File: src/rtl/nn_result_tx.sv
// nn_result_tx: captures a final-layer result vector and serializes it onto tx AXI-Stream, one neuron per beat.
// Define NN_RESULT_ARGMAX_EN to append a beat carrying the index of the signed maximum.
module nn_result_tx #(
  parameter int DATA_WIDTH = 32,
  parameter int NUMBER_OF_OUTPUTS = 3
) (
  input  logic                                    clk,
  input  logic                                    rst,
  input  logic [NUMBER_OF_OUTPUTS*DATA_WIDTH-1:0] res_data,
  input  logic                                    res_valid,
  output logic                                    res_ready,
  output logic [DATA_WIDTH-1:0]                   tx_tdata,
  output logic                                    tx_tvalid,
  output logic                                    tx_tlast,
  input  logic                                    tx_tready,
  output logic                                    busy
);
  localparam int N = NUMBER_OF_OUTPUTS;
  localparam int DW = DATA_WIDTH;
  localparam int IW = (N + 1 > 2) ? $clog2(N + 1) : 1;
`ifdef NN_RESULT_ARGMAX_EN
  localparam int LAST = N;
`else
  localparam int LAST = N - 1;
`endif
  typedef enum logic {IDLE, SEND} state_t;
  state_t state, state_n;
  logic [DW-1:0] res_buf [N];
  logic [IW-1:0] idx, idx_n;
  logic [DW-1:0] beat_n, data_n;
  logic cap, fire, done, valid_n, last_n, ready_n;
  assign cap = state == IDLE && res_valid && res_ready;
  assign fire = state == SEND && tx_tvalid && tx_tready;
  assign done = fire && tx_tlast;
`ifdef NN_RESULT_ARGMAX_EN
  logic [DW-1:0] max_q, max_n;
  logic [IW-1:0] win_q, win_n;
  logic take;
  // Ties keep the earlier index because only a strictly greater value wins.
  always_comb begin
    take = fire && idx < IW'(N) && (idx == '0 || $signed(tx_tdata) > $signed(max_q));
    max_n = cap ? '0 : take ? tx_tdata : max_q;
    win_n = cap ? '0 : take ? idx : win_q;
  end
  always_ff @(posedge clk or negedge rst)
    if (!rst) begin
      max_q <= '0;
      win_q <= '0;
    end else begin
      max_q <= max_n;
      win_q <= win_n;
    end
`endif
  always_comb begin
    idx_n = (cap || done) ? '0 : fire ? idx + 1'b1 : idx;
    beat_n = '0;
    for (int i = 0; i < N; i++)
      if (idx_n == IW'(i)) beat_n = cap ? res_data[i*DW +: DW] : res_buf[i];
`ifdef NN_RESULT_ARGMAX_EN
    if (idx_n == IW'(N)) beat_n = DW'(win_n);
`endif
    state_n = cap ? SEND : done ? IDLE : state;
    valid_n = cap || (tx_tvalid && !done);
    data_n = done ? '0 : (cap || fire) ? beat_n : tx_tdata;
    last_n = (cap || fire) ? valid_n && idx_n == IW'(LAST) : tx_tlast;
    ready_n = (state == IDLE && !cap) || done;
  end
  always_ff @(posedge clk)
    if (cap)
      for (int i = 0; i < N; i++) res_buf[i] <= res_data[i*DW +: DW];
  always_ff @(posedge clk or negedge rst)
    if (!rst) begin
      state <= IDLE;
      idx <= '0;
      tx_tvalid <= 1'b0;
      tx_tlast <= 1'b0;
      tx_tdata <= '0;
      res_ready <= 1'b0;
      busy <= 1'b0;
    end else begin
      state <= state_n;
      idx <= idx_n;
      tx_tvalid <= valid_n;
      tx_tlast <= last_n;
      tx_tdata <= data_n;
      res_ready <= ready_n;
      busy <= valid_n;
    end
endmodule

File: config.mk
export PLATFORM = sky130hd
export DESIGN_NAME = nn_result_tx
export DESIGN_NICKNAME = d
export VERILOG_FILES = /design/src/rtl/nn_result_tx.sv
export SDC_FILE = /design/constraint.sdc
export NUM_CORES = 1
export LEC_CHECK = 0
export ABC_AREA = 1
export CAP_MARGIN = 10
export CORE_AREA = 8 8 116 118
export CTS_CLUSTER_SIZE = 30
export DETAILED_ROUTE_END_ITERATION = 16
export DIE_AREA = 0 0 124 126
export MAX_ROUTING_LAYER = met4
export PLACE_DENSITY = 0.79
export SYNTH_ARGS = -nofsm -noshare
export SYNTH_HDL_FRONTEND = slang
export SYNTH_SLANG_ARGS = --single-unit
File: constraint.sdc
create_clock -name clk -period 6.05 [get_ports clk]
set_input_delay 0.605 -clock clk [delete_from_list [all_inputs] [get_ports clk]]
set_output_delay 0.605 -clock clk [all_outputs]
set_load 0.02 [all_outputs]
; Yosys cells after proc, flatten, opt, wreduce, memory -nomap -nowiden
; Memories as Yosys holds them, arrays and structs flattened.
; Index checks and enable logic that the tools add are counted.
[op_classes]
add_sub_neg = 1
eq_ne = 2
mux = 14
n_bitwise = 1
reduce_logical = 17
[op_table]
columns = op, n
row1 = 32-bit 2-to-1 mux, 8
row2 = 1-bit logical AND, 8
row3 = 1-bit logical OR, 4
row4 = 1-bit 2-to-1 mux, 4
row5 = 2-bit 2-to-1 mux, 2
row6 = 2-bit nonzero test, 2
row7 = 2-bit by 1-bit adder with 2-bit output (second input constant), 1
row8 = 2-bit by 1-bit == test with 1-bit output (second input constant), 1
row9 = 2-bit == test (second input constant), 1
row10 = 1-bit logical NOT, 2
row11 = 2-bit logical NOT, 1
row12 = 1-bit NOT, 1
[word_totals]
reg_bits = 38
mem_bits_rw = 96
inputBits = 100
output_inout_bits = 36
word_cells = 42
n_memories = 1
[mem_list]
columns = memory, depth, width, rd, rd_ports_with_merged_regs, write_ports, line
row1 = res_buf, 3, 32, 3, 0, 3, 28  ; logic [DW-1:0] res_buf [N];

; Depth between registers and ports, before layout
; Gate-level depths: netlist of the first run.
[logic_depth]
ltp_word = 11
mapped_depth = 10
mapped_depth_nobuf = 9

; Least setup slack after synthesis of the first run
; No wires, ideal clock.
[synth_timing]
path_type = input port to flip-flop
startpoint = input port res_valid
endpoint = memory res_buf[0][0] in the netlist's numbering (enable)
setup_time_ns = 0.414
t_arrival_ns = 2.093
required_ns = 5.636
setup_slack_ns = 3.543
cell_stages = 3
n_path_buf = 1
cell_sequence = nand3_1 inv_1 buf_2
[synth_lines]
columns = element, line
row1 = start: declaration, 10  ; input logic res_valid,
row2 = end: declaration, 28

; Worst setup path after layout of the first run
[layout_timing]
startpoint = register idx[0]
endpoint = register tx_tdata[31]
[layout_via]
elab_chain_len = 9
word_cells_on_any_way = 11
classes_between = add/sub: 1 / eq/ne: 2 / mux: 7 / reduce/logical: 1
[layout_rtl]
columns = element, line
row1 = start: declaration, 29  ; logic [IW-1:0] idx, idx_n;
row2 = start signal: assignment, 82  ; idx <= idx_n;
row3 = 2-bit by 1-bit adder with 2-bit output, 55  ; idx_n = (cap || done) ? '0 : fire ? idx + 1'b1 : idx;
row4 = 2-bit 2-to-1 mux * (2 in series), 55
row5 = 2-bit logical NOT, 58  ; if (idx_n == IW'(i)) beat_n = cap ? res_data[i*DW +: DW] : res_buf[i];
row6 = 32-bit 2-to-1 mux (2 in series), 58
row7 = 32-bit 2-to-1 mux *, 58
row8 = 32-bit 2-to-1 mux * (2 in series), 64  ; data_n = done ? '0 : (cap || fire) ? beat_n : tx_tdata;
row9 = end signal: assignment, 85  ; tx_tdata <= data_n;
row10 = end: declaration, 12  ; output logic [DATA_WIDTH-1:0] tx_tdata,
; Mark *: on every way between the ends. The rest lies on a longest branch, timed or not. The select of a mux whose other input is x is not followed.
; A chain may end at the register's enable or synchronous reset.

==> results by group, run 1 <==
Logic synthesis
  • Sequential share of the synthesized area: 67.85%
  • Register bit count reported by yosys: 134
  • Syn_area_per_cell: 10.72 um2
  • Ys Warns: 0
  • Top-area cell type share of the netlist area: 51.02%
  • Cell area after synthesis: 5650 um2
  • Syn_nets: 627
  • Cell count after synthesis: 527
  • Netlist cell types: 20
  • Top cells by area, synth: edfxtp_1, dfrtp_1, nand2_1, a21oi_1, inv_1
  • Area leader, netlist: edfxtp_1

Global routing
  • Initial antenna violation count: 0
  • M3 GR Usage: 5.049%
  • Total GRT Usage: 19.80%
  • Largest net degree at the start of global routing: 83
  • GRT Max-Usage Layer: met2
  • Vias in the first global route: 4465
  • Global-route wire length before repair: 22780 um
  • Met2 Use GR: 30.90%
  • Met1 usage: 23.98%
  • Grt ovf: 0

Pwr
  • Clk pwr share: 48.8%
  • Switch share: 18.65%
  • Switching power: 385.8 uW
  • Sequential share of power: 47.7%
  • Power per cell area: 270.7 nW/um2
  • Worst IR Drop VDD: 192.5 uV
  • Leak Pwr: 3.264 nW
  • Power Internal: 1.683 mW
  • Comb power frac: 3.6%

Floorplanning
  • Row count: 40
  • Ports: 136
  • Die Span Y: 126 um
  • Die W: 124 um
  • Die area: 15620 um2
  • Core box area: 11710 um2
  • Initial Util: 48.25%

Worst setup path
  • Data required, critical path: 6.38 ns
  • Critical path class: reg2reg
  • Startpoint type of the worst setup path: flip-flop
  • Critical R2R Launch: idx[0]
  • CP Capture Type: flip-flop
  • Reg2Reg Capture Point: tx_tdata[31]
  • R2r setup slk: 3.46 ns
  • Reg2reg path depth: 8
  • Critical Path AT: 2.92 ns
  • CP Max Fanout: 50

STA
  • Worst Skew: 0.008364 ns
  • Setup violations, final: 0
  • Setup TNS: 0 ns
  • Setup WS post-layout: 3.464 ns
  • Fin. max-slew vios: 0
  • Rel. slew slack: 32.92%
  • Share of the clock period used by the worst path: 42.74%
  • Slew at the pin with the worst max-slew slack: 1.006 ns
  • RSZ-0062 raised after global routing: no
  • Worst hold slack: 0.3166 ns
  • Fin crit period: 2.586 ns
  • Fin. Hold Viols: 0
  • F_max: 0.3867 GHz

Clock network
  • Postcts setup bufs: 0
  • CTS H-Tree Depth: 4
  • CTS Buffer Depth: 2
  • Total CTS buffers: 17
  • Clock transition at path regs: 0.06 ns
  • Clock sinks: 134
  • PostCTS Resize Cnt: 0
  • CTS Hold Bufs: 0
  • Clk_lat worst skew: 0.42 ns
  • TritonCTS clock tree: done
  • Clk root buf: clkbuf_16

Routing
  • Wire length per cell: 17.78 um
  • # DRC: 0
  • Post-DRT Antenna Nets: 0
  • First-pass DRT Iterations: 5
  • Via density per instance: 5.295
  • Detailed Route WL: 14510 um
  • Initial drt markers: 461
  • Via total after detailed routing: 4321

Placement
  • Port bufs: 135
  • GPL Wtd Cong: 0.8221
  • Setup WS pre-CTS: 3.336 ns
  • Post-DP HPWL: 9267 um

Hold path
  • Worst min path class: in2async

Cells and area
  • Ant. Diodes: 0
  • Layout cells sized above 1: 8.221%
  • Number of nets in the layout: 756
  • Area growth, synth to finish: 35.25%

Run status
  • Status: complete, no violations

Job
  • MaxCap Viol Count: 0
## registers in the layout, summed over array words and instances (netlist names)
name	count
res_buf	96
res_ready	1
tx_tlast	1
idx	2
tx_tdata	32
busy	1
state	1
## power groups by stage
stage	Clock, mW	Sequential [mW]	Combinational, mW
after floorplan	0	1.00	0.000661
after global placement	0	1.00	0.0728
after detailed placement	0	1.00	0.0739
after CTS	1.02	0.986	0.0746
after global routing	1.06	0.985	0.0786
final	1.01	0.986	0.0738
## synthesized netlist by cell type
master    count
a21oi_1      63
a31oi_1      17
buf_2         9
buf_4         6
buf_6         1
clkbuf_1     13
dfrtp_1      38
edfxtp_1     96
inv_1        42
inv_2         3
mux2i_1       7
nand2_1     149
nand2_2       5
nand2_4       2
nand3_1      30
nand3_2       2
nor2_1        5
nor3_1        1
o21ai_0      31
or2_2         7
## cell families after synthesis
| family | count (synthesis) | share of synthesized area, % |
|---|---|---|
| muxes | 7 | 1.240 |
| DFF | 134 | 67.85 |
| AOI/OAI and AO/OA | 111 | 10.21 |
| buffers and inverters | 74 | 5.646 |
| and+or+nand+nor | 201 | 15.06 |
## worst max-delay path by stage
stage                     startpoint              to  slack, ns  depth (start not counted)
after CTS                     idx[0]    tx_tdata[31]       3.47                          8
after global routing          idx[0]    tx_tdata[31]       3.19                          8
after detailed placement   res_valid  res_buf[0][71]       3.34                          5
after floorplan            res_valid   res_buf[0][0]       3.54                          3
final                         idx[0]    tx_tdata[31]       3.46                          8
after global placement     res_valid   res_buf[0][0]       3.43                          5
## final cells by class
cell class / instances / area [um2]
Clock inverter: 11 / 132.6
Multi-Input combinational cell: 319 / 1503
Inverter: 45 / 171.4
Sequential cell: 134 / 3835
Clock buffer: 21 / 440.4
Fill cell: 948 / 4069
Timing Repair Buffer: 139 / 1376
Tap cell: 147 / 183.9
## layer usage
| layer | wire [um] | vias up |
|---|---|---|
| met3 | 861 | 22 |
| met1 | 6197 | 2076 |
| li1 | - | 2055 |
| met5 | 0 | - |
| met2 | 7180 | 168 |
| met4 | 269 | 0 |
## metrics by stage
stage	total power, mW	utilization [%]	std cells	instance area (um2)
2_1_floorplan	1.005	-	527	5650
3_3_place_gp	1.077	60.36	784	7069
3_5_place_dp	1.078	60.36	784	7069
4_1_cts	2.085	65.26	816	7642
5_1_grt	2.127	65.26	816	7642
6_report	2.069	65.26	816	7642
## worst max-delay path, stage by stage (launching register included)
cell,delay (ns)
dfrtp_2,1.01
nand2_1,0.14
inv_2,0.13
nand2_4,0.18
nand2_2,0.12
nand2_2,0.42
nand2_1,0.23
nand3_1,0.10
a21oi_1,0.15
## layout by cell type (no fill, tap or decap), drive strengths merged, types with 7 or more instances in the layout
master / netlist / routed
nand2: 156 / 156
clkinv: 0 / 7
or2: 7 / 7
o21ai: 31 / 31
a21oi: 63 / 63
dfrtp: 38 / 38
clkdlybuf4s50: 0 / 134
inv: 45 / 45
a31oi: 17 / 17
nand3: 32 / 32
edfxtp: 96 / 96
mux2i: 7 / 7
clkbuf: 13 / 21
Power figures use the tool's default switching activity.
==> run 2: changes to the inputs <==
==> constraint.sdc (replaced) <==
create_clock -name clk -period 2.6 [get_ports clk]
set_input_delay 0.26 -clock clk [delete_from_list [all_inputs] [get_ports clk]]
set_output_delay 0.26 -clock clk [all_outputs]
set_load 0.02 [all_outputs]
==> run 2 against run 1 <==
  * The run now ends with hold timing left
  * Critical path depth stayed put
  * Largest cell class unchanged
  * Wire length is 2.6% higher
  * Register-to-register slack worse by 3.1 ns
  * Critical endpoint is now tx_tdata[12]
==> results by group, run 2 (synthesized netlist as in run 1, its figures left out) <==
STA
  • Fin. Hold Viols: 1 (+1)
  • Fin crit period: 2.209 ns (-0.3773 ns)
  • Rel. slew slack: 36.86% (+3.9 points)
  • Setup violations, final: 0 (unchanged)
  • Setup TNS: 0 ns (unchanged)
  • Share of the clock period used by the worst path: 84.94% (+42 points)
  • Worst hold slack: -0.0003831 ns (-0.3169 ns)
  • RSZ-0062 raised after global routing: no
  • Worst Skew: 0.005965 ns (-0.002399 ns)
  • Setup WS post-layout: 0.3915 ns (-3.073 ns)
  • F_max: 0.4528 GHz (+17%)
  • Slew at the pin with the worst max-slew slack: 0.9471 ns (-0.05911 ns)
  • Fin. max-slew vios: 0 (unchanged)

Worst setup path
  • Startpoint type of the worst setup path: flip-flop
  • CP Buf/Inv Count: 2 (+1)
  • Delay of the slowest cell on the worst path: 0.61 ns (-0.40 ns)
  • CP Capture Type: flip-flop
  • Critical path class: reg2reg
  • CP Max Fanout: 32 (-36%)
  • Data required, critical path: 2.89 ns (-3.49 ns)
  • CP delay by family, top: simple AND/OR/NAND/NOR gates
  • Slowest CP cell: dfrtp_2
  • Most frequent CP cell: nand2_1
  • Critical Path AT: 2.50 ns (-0.42 ns)
  • Worst path cell trace: buf_4, inv_1, nand2_2, nand2_4, nand2_1, nand2_1, nand2_1, a21oi_1

Floorplanning
  • Ports: 136 (unchanged)
  • Die W: 124 um (unchanged)
  • Row count: 40 (unchanged)
  • Core box area: 11710 um2 (unchanged)
  • Die Span Y: 126 um (unchanged)
  • Die area: 15620 um2 (unchanged)
  • Initial Util: 48.25% (unchanged)

Global routing
  • Total GRT Usage: 20.04% (+0.24 points)
  • Largest net degree at the start of global routing: 40 (-52%)
  • Grt ovf: 0 (unchanged)
  • Global-route wire length before repair: 23270 um (+2.2%)
  • Initial antenna violation count: 0 (unchanged)
  • Vias in the first global route: 4475 (+0.22%)

Placement
  • Port bufs: 135 (unchanged)
  • Area after DPL: 7132 um2 (+0.88%)
  • Post-DP HPWL: 9735 um (+5.0%)
  • GPL Wtd Cong: 0.8119 (-1.2%)
  • Setup WS pre-CTS: 0.3903 ns (-2.946 ns)

Clock network
  • TritonCTS clock tree: done
  • CTS Hold Bufs: 0 (unchanged)
  • Postcts setup bufs: 0 (unchanged)
  • PostCTS Resize Cnt: 0 (unchanged)
  • CTS Buffer Depth: 2 (unchanged)
  • Clk root buf: clkbuf_16
  • Clock transition at path regs: 0.05 ns (about the same)
  • Total CTS buffers: 17 (unchanged)
  • Clk_lat worst skew: 0.41 ns (about the same)
  • Clock sinks: 134 (unchanged)
  • CTS H-Tree Depth: 4 (unchanged)

Cells and area
  • Post-route cell area: 7750 um2 (+1.4%)
  • Commonest non-fill, non-tap cells in the layout: nand2_1, clkdlybuf4s50_1, edfxtp_1
  • Top flop regs: res_buf: 96 flops, tx_tdata: 32 flops, idx: 2 flops
  • Max reg flops: 96 (unchanged)
  • Most common cell after layout, fill and taps aside: nand2_1
  • Layout cells sized above 1: 9.050% (+0.83 points)
  • Most flops, register: res_buf
  • Ant. Diodes: 0 (unchanged)
  • Filler cell count: 899 (-5.2%)
  • Area growth, synth to finish: 37.16%
  • Number of nets in the layout: 761 (+0.66%)

Pwr
  • Leak Pwr: 3.309 nW (+1.4%)
  • Switch share: 18.02% (-0.62 points)
  • Power Internal: 4.022 mW (+140%)
  • Clk pwr share: 49.7% (+0.9 points)
  • Tot Pwr: 4.906 mW (+140%)
  • Switching power: 884.2 uW (+130%)
  • Comb power frac: 3.5% (about the same)
  • Power per cell area: 633.0 nW/um2 (+130%)
  • Sequential share of power: 46.8% (-0.9 points)
  • Worst IR Drop VDD: 636.9 uV (+230%)

Routing
  • Post-DRT Antenna Nets: 0 (unchanged)
  • Via total after detailed routing: 4373 (+1.2%)
  • First-pass DRT Iterations: 5 (unchanged)
  • Via density per instance: 5.326 (+0.59%)
  • Wire length per cell: 18.13 um (+1.9%)
  • Initial drt markers: 411 (-11%)
  • # DRC: 0 (unchanged)
  • Detailed Route WL: 14880 um (+2.6%)

Run status
  • Status: finished with violations
  • Failing checks: hold timing

Job
  • MaxCap Viol Count: 0 (unchanged)

Hold path
  • Worst min path class: in2async
==> run 2: path summary, 6_finish.rpt <==
check / end / startpoint / depth (start not counted) / slack (ns)
setup / recovery: tx_tdata[12] / idx[0] / 8 / 0.39
hold / removal: tx_tdata[2] / rst / 1 / -0.0004
setup reg to reg: tx_tdata[12] / idx[0] / 8 / 0.39
hold reg to reg: tx_tdata[27] / tx_tdata[27] / 2 / 0.48
max in group asynchronous: idx[0] / rst / 1 / 1.95
min in group clk: res_buf[0][88] / res_data[88] / 1 / 0.40
==> run 2: layout make-up <==
class                      instances  area (um2)  share of cell area (%)
inverter                          45       171.4                   2.212
clock inverter                     7       90.09                   1.162
tap                              147       183.9                   2.373
timing repair buffer             144        1439                   18.57
sequential                       134        3835                   49.48
clock buffer                      25       528.0                   6.813
multi-input combinational        319        1503                   19.39
==> run 2: power groups by stage <==
stage | clock [mW] | sequential, mW | combinational (mW)
CTS | 2.47 | 2.29 | 0.174
detailed placement | 0 | 2.34 | 0.173
global placement | 0 | 2.34 | 0.169
finish | 2.44 | 2.29 | 0.172
floorplan | 0 | 2.34 | 0.00154
global route | 2.57 | 2.29 | 0.183
==> run 2: through the flow <==
step	util (%)	hold slack, ns	cells
global placement	60.90	0.4396	789
CTS	66.18	0.02353	821
global route	66.18	0.07482	821
finish	66.18	-0.0003831	821
floorplan	-	-0.03559	527
detailed placement	60.90	0.4585	789
==> run 2: layer usage <==
layer	global-route usage [%]	routed length [um]
met1	22.60	5708
met2	32.38	7645
met3	6.971	1334
met4	7.003	193
met5	-	0
==> run 3: changes to the inputs <==
--- a/config.mk
+++ b/config.mk
@@ -7,12 +7,12 @@
 export LEC_CHECK = 0
 export ABC_AREA = 1
 export CAP_MARGIN = 10
-export CORE_AREA = 8 8 116 118
+export CORE_AREA = 8 8 122 124
 export CTS_CLUSTER_SIZE = 30
 export DETAILED_ROUTE_END_ITERATION = 16
-export DIE_AREA = 0 0 124 126
+export DIE_AREA = 0 0 130 132
 export MAX_ROUTING_LAYER = met4
-export PLACE_DENSITY = 0.79
+export PLACE_DENSITY = 0.75
 export SYNTH_ARGS = -nofsm -noshare
 export SYNTH_HDL_FRONTEND = slang
 export SYNTH_SLANG_ARGS = --single-unit
==> constraint.sdc (replaced) <==
create_clock -name clk -period 1.9 [get_ports clk]
set_input_delay 0.19 -clock clk [delete_from_list [all_inputs] [get_ports clk]]
set_output_delay 0.19 -clock clk [all_outputs]
set_load 0.02 [all_outputs]
==> run 3 against run 2 <==
  * The flow now finishes without violations
  * First-iteration DRC count fell by 10%
  * Clock skew barely moved
  * Core utilization fell by 5.7 points
==> results by group, run 3 (synthesized netlist as in run 1, its figures left out) <==
STA
  • Fin. max-slew vios: 0 (unchanged)
  • F_max: 0.5908 GHz (+30%)
  • Fin crit period: 1.693 ns (-0.5159 ns)
  • RSZ-0062 raised after global routing: no
  • Share of the clock period used by the worst path: 89.09% (+4.1 points)
  • Setup TNS: 0 ns (unchanged)
  • Worst Skew: 0.005991 ns (+0.00002548 ns)
  • Worst hold slack: 0.2922 ns (+0.2926 ns)
  • Setup violations, final: 0 (unchanged)
  • Fin. Hold Viols: 0 (-1)
  • Slew at the pin with the worst max-slew slack: 0.5411 ns (-0.4060 ns)
  • Rel. slew slack: 63.92% (+27 points)

Cells and area
  • Number of nets in the layout: 769 (+1.1%)
  • Filler cell count: 1037 (+15%)
  • Ant. Diodes: 0 (unchanged)
  • Core Util, Final: 60.43% (-5.7 points)
  • Most flops, register: res_buf
  • Layout cells sized above 1: 9.838% (+0.79 points)
  • Max reg flops: 96 (unchanged)
  • Area growth, synth to finish: 38.82%
  • Commonest non-fill, non-tap cells in the layout: nand2_1, clkdlybuf4s50_1, edfxtp_1
  • Most common cell after layout, fill and taps aside: nand2_1
  • Top flop regs: res_buf: 96 flops, tx_tdata: 32 flops, idx: 2 flops

Worst setup path
  • CP Capture Type: flip-flop
  • CP Max Fanout: 19 (-41%)
  • Critical path class: reg2reg
  • Startpoint type of the worst setup path: flip-flop
  • Worst setup path startpoint: idx[0]
  • Data required, critical path: 2.24 ns (-0.65 ns)
  • Critical R2R Launch: idx[0]
  • Critical Path AT: 2.03 ns (-0.47 ns)

Floorplanning
  • Die W: 130 um (+4.8%)
  • Die Span Y: 132 um (+4.8%)
  • Core box area: 12980 um2 (+11%)
  • Ports: 136 (unchanged)
  • Initial Util: 43.53% (-4.7 points)
  • Die area: 17160 um2 (+9.8%)
  • Row count: 42 (+5.0%)

Pwr
  • Tot Pwr: 6.729 mW (+37%)
  • Leak Pwr: 3.334 nW (+0.76%)
  • Power per cell area: 857.9 nW/um2 (+36%)
  • Worst IR Drop VDD: 574.7 uV (-9.8%)

Clock network
  • Clk root buf: clkbuf_16
  • Postcts setup bufs: 0 (unchanged)
  • Clock transition at path regs: 0.06 ns (about the same)
  • PostCTS Resize Cnt: 0 (unchanged)
  • Total CTS buffers: 17 (unchanged)
  • CTS H-Tree Depth: 4 (unchanged)
  • Clock sinks: 134 (unchanged)
  • Clk_lat worst skew: 0.42 ns (about the same)
  • TritonCTS clock tree: done
  • CTS Buffer Depth: 2 (unchanged)

Routing
  • Detailed Route WL: 15430 um (+3.7%)
  • # DRC: 0 (unchanged)
  • Via density per instance: 5.175 (-2.8%)
  • Wire length per cell: 18.01 um (-0.64%)
  • Initial drt markers: 368 (-10%)
  • Post-DRT Antenna Nets: 0 (unchanged)
  • Via total after detailed routing: 4435 (+1.4%)
  • First-pass DRT Iterations: 5 (unchanged)

Global routing
  • Global-route wire length before repair: 24220 um (+4.1%)
  • Largest net degree at the start of global routing: 72 (+80%)
  • Vias in the first global route: 4666 (+4.3%)
  • Total GRT Usage: 19.15% (-0.89 points)
  • Grt ovf: 0 (unchanged)
  • Initial antenna violation count: 0 (unchanged)

Run status
  • Status: complete, no violations

Job
  • MaxCap Viol Count: 0 (unchanged)

Placement
  • Port bufs: 135 (unchanged)
  • GPL Wtd Cong: 0.7842 (-3.4%)
  • Post-DP HPWL: 10300 um (+5.8%)

Hold path
  • Worst min path class: in2async
[run 3: cell count changes in the layout (fill, tap and decap cells not counted)]
cell           delta
dlygate4sd3_1     +1
buf_4             +6
bufinv_16         +1
clkinv_2          -1
clkbuf_1          -1
buf_12            +1
clkinvlp_4        +1
clkinv_1          +1
clkbuf_16         -2
[run 3: layer usage]
metal	vias up	routed length [um]	GRT usage [%]
li1	2082	-	-
met1	2112	6322	22.19
met2	206	7748	30.54
met3	35	1085	5.502
met4	0	278	7.876
met5	-	0	-
[run 3: worst paths after layout]
path                                   to  slack [ns]  cells after the start
max in group asynchronous          idx[0]        0.91                      3
min                           tx_tdata[5]        0.29                      2
max                           tx_tdata[9]        0.21                     10
min reg2reg                  tx_tdata[27]        0.50                      2
min in group clk           res_buf[0][95]        0.32                      1
max reg2reg                   tx_tdata[9]        0.21                     10
[run 3: where the power goes]
part	total (mW)	switching, mW	internal [mW]
Clock	3.35	1.20	2.15
Sequential	3.14	0	3.14
Combinational	0.243	0.0634	0.179
[run 3: timing repair]
| item | 4_1_cts | 5_1_grt |
|---|---|---|
| endpoints found under the setup margin | 0 | 0 |
| hold endpoints to repair | 19 | 0 |
| hold buffers | 1 | 0 |
[run 3: layout make-up]
type                    instances  area, um2  area share (%)
clock buffers                  22      474.2           6.046
clock inverters                 9      126.4           1.611
well taps                     176      220.2           2.807
repair buffers                152       1514           19.30
multi-input cells             319       1503           19.16
flip-flops and latches        134       3835           48.89
inverters                      45      171.4           2.185
[run 3: stage by stage]
| step | setup slack [ns] | instances | area, um2 |
|---|---|---|---|
| floorplan | 0.04747 | 527 | 5653 |
| global placement | 0.1349 | 825 | 7233 |
| detailed placement | 0.04243 | 825 | 7233 |
| CTS | 0.1852 | 857 | 7844 |
| global route | 0.03451 | 857 | 7844 |
| finish | 0.2073 | 857 | 7844 |
[run 3: worst max-delay path: stages (launching register included)]
cell and delay, ns:
dfrtp_2 0.49, nand2_1 0.10, inv_2 0.05, nand2_4 0.21
nand2_2 0.11, nand2_2 0.10, buf_4 0.22, nand2_1 0.07
nand2_1 0.06, nand2_1 0.05, a21oi_1 0.15
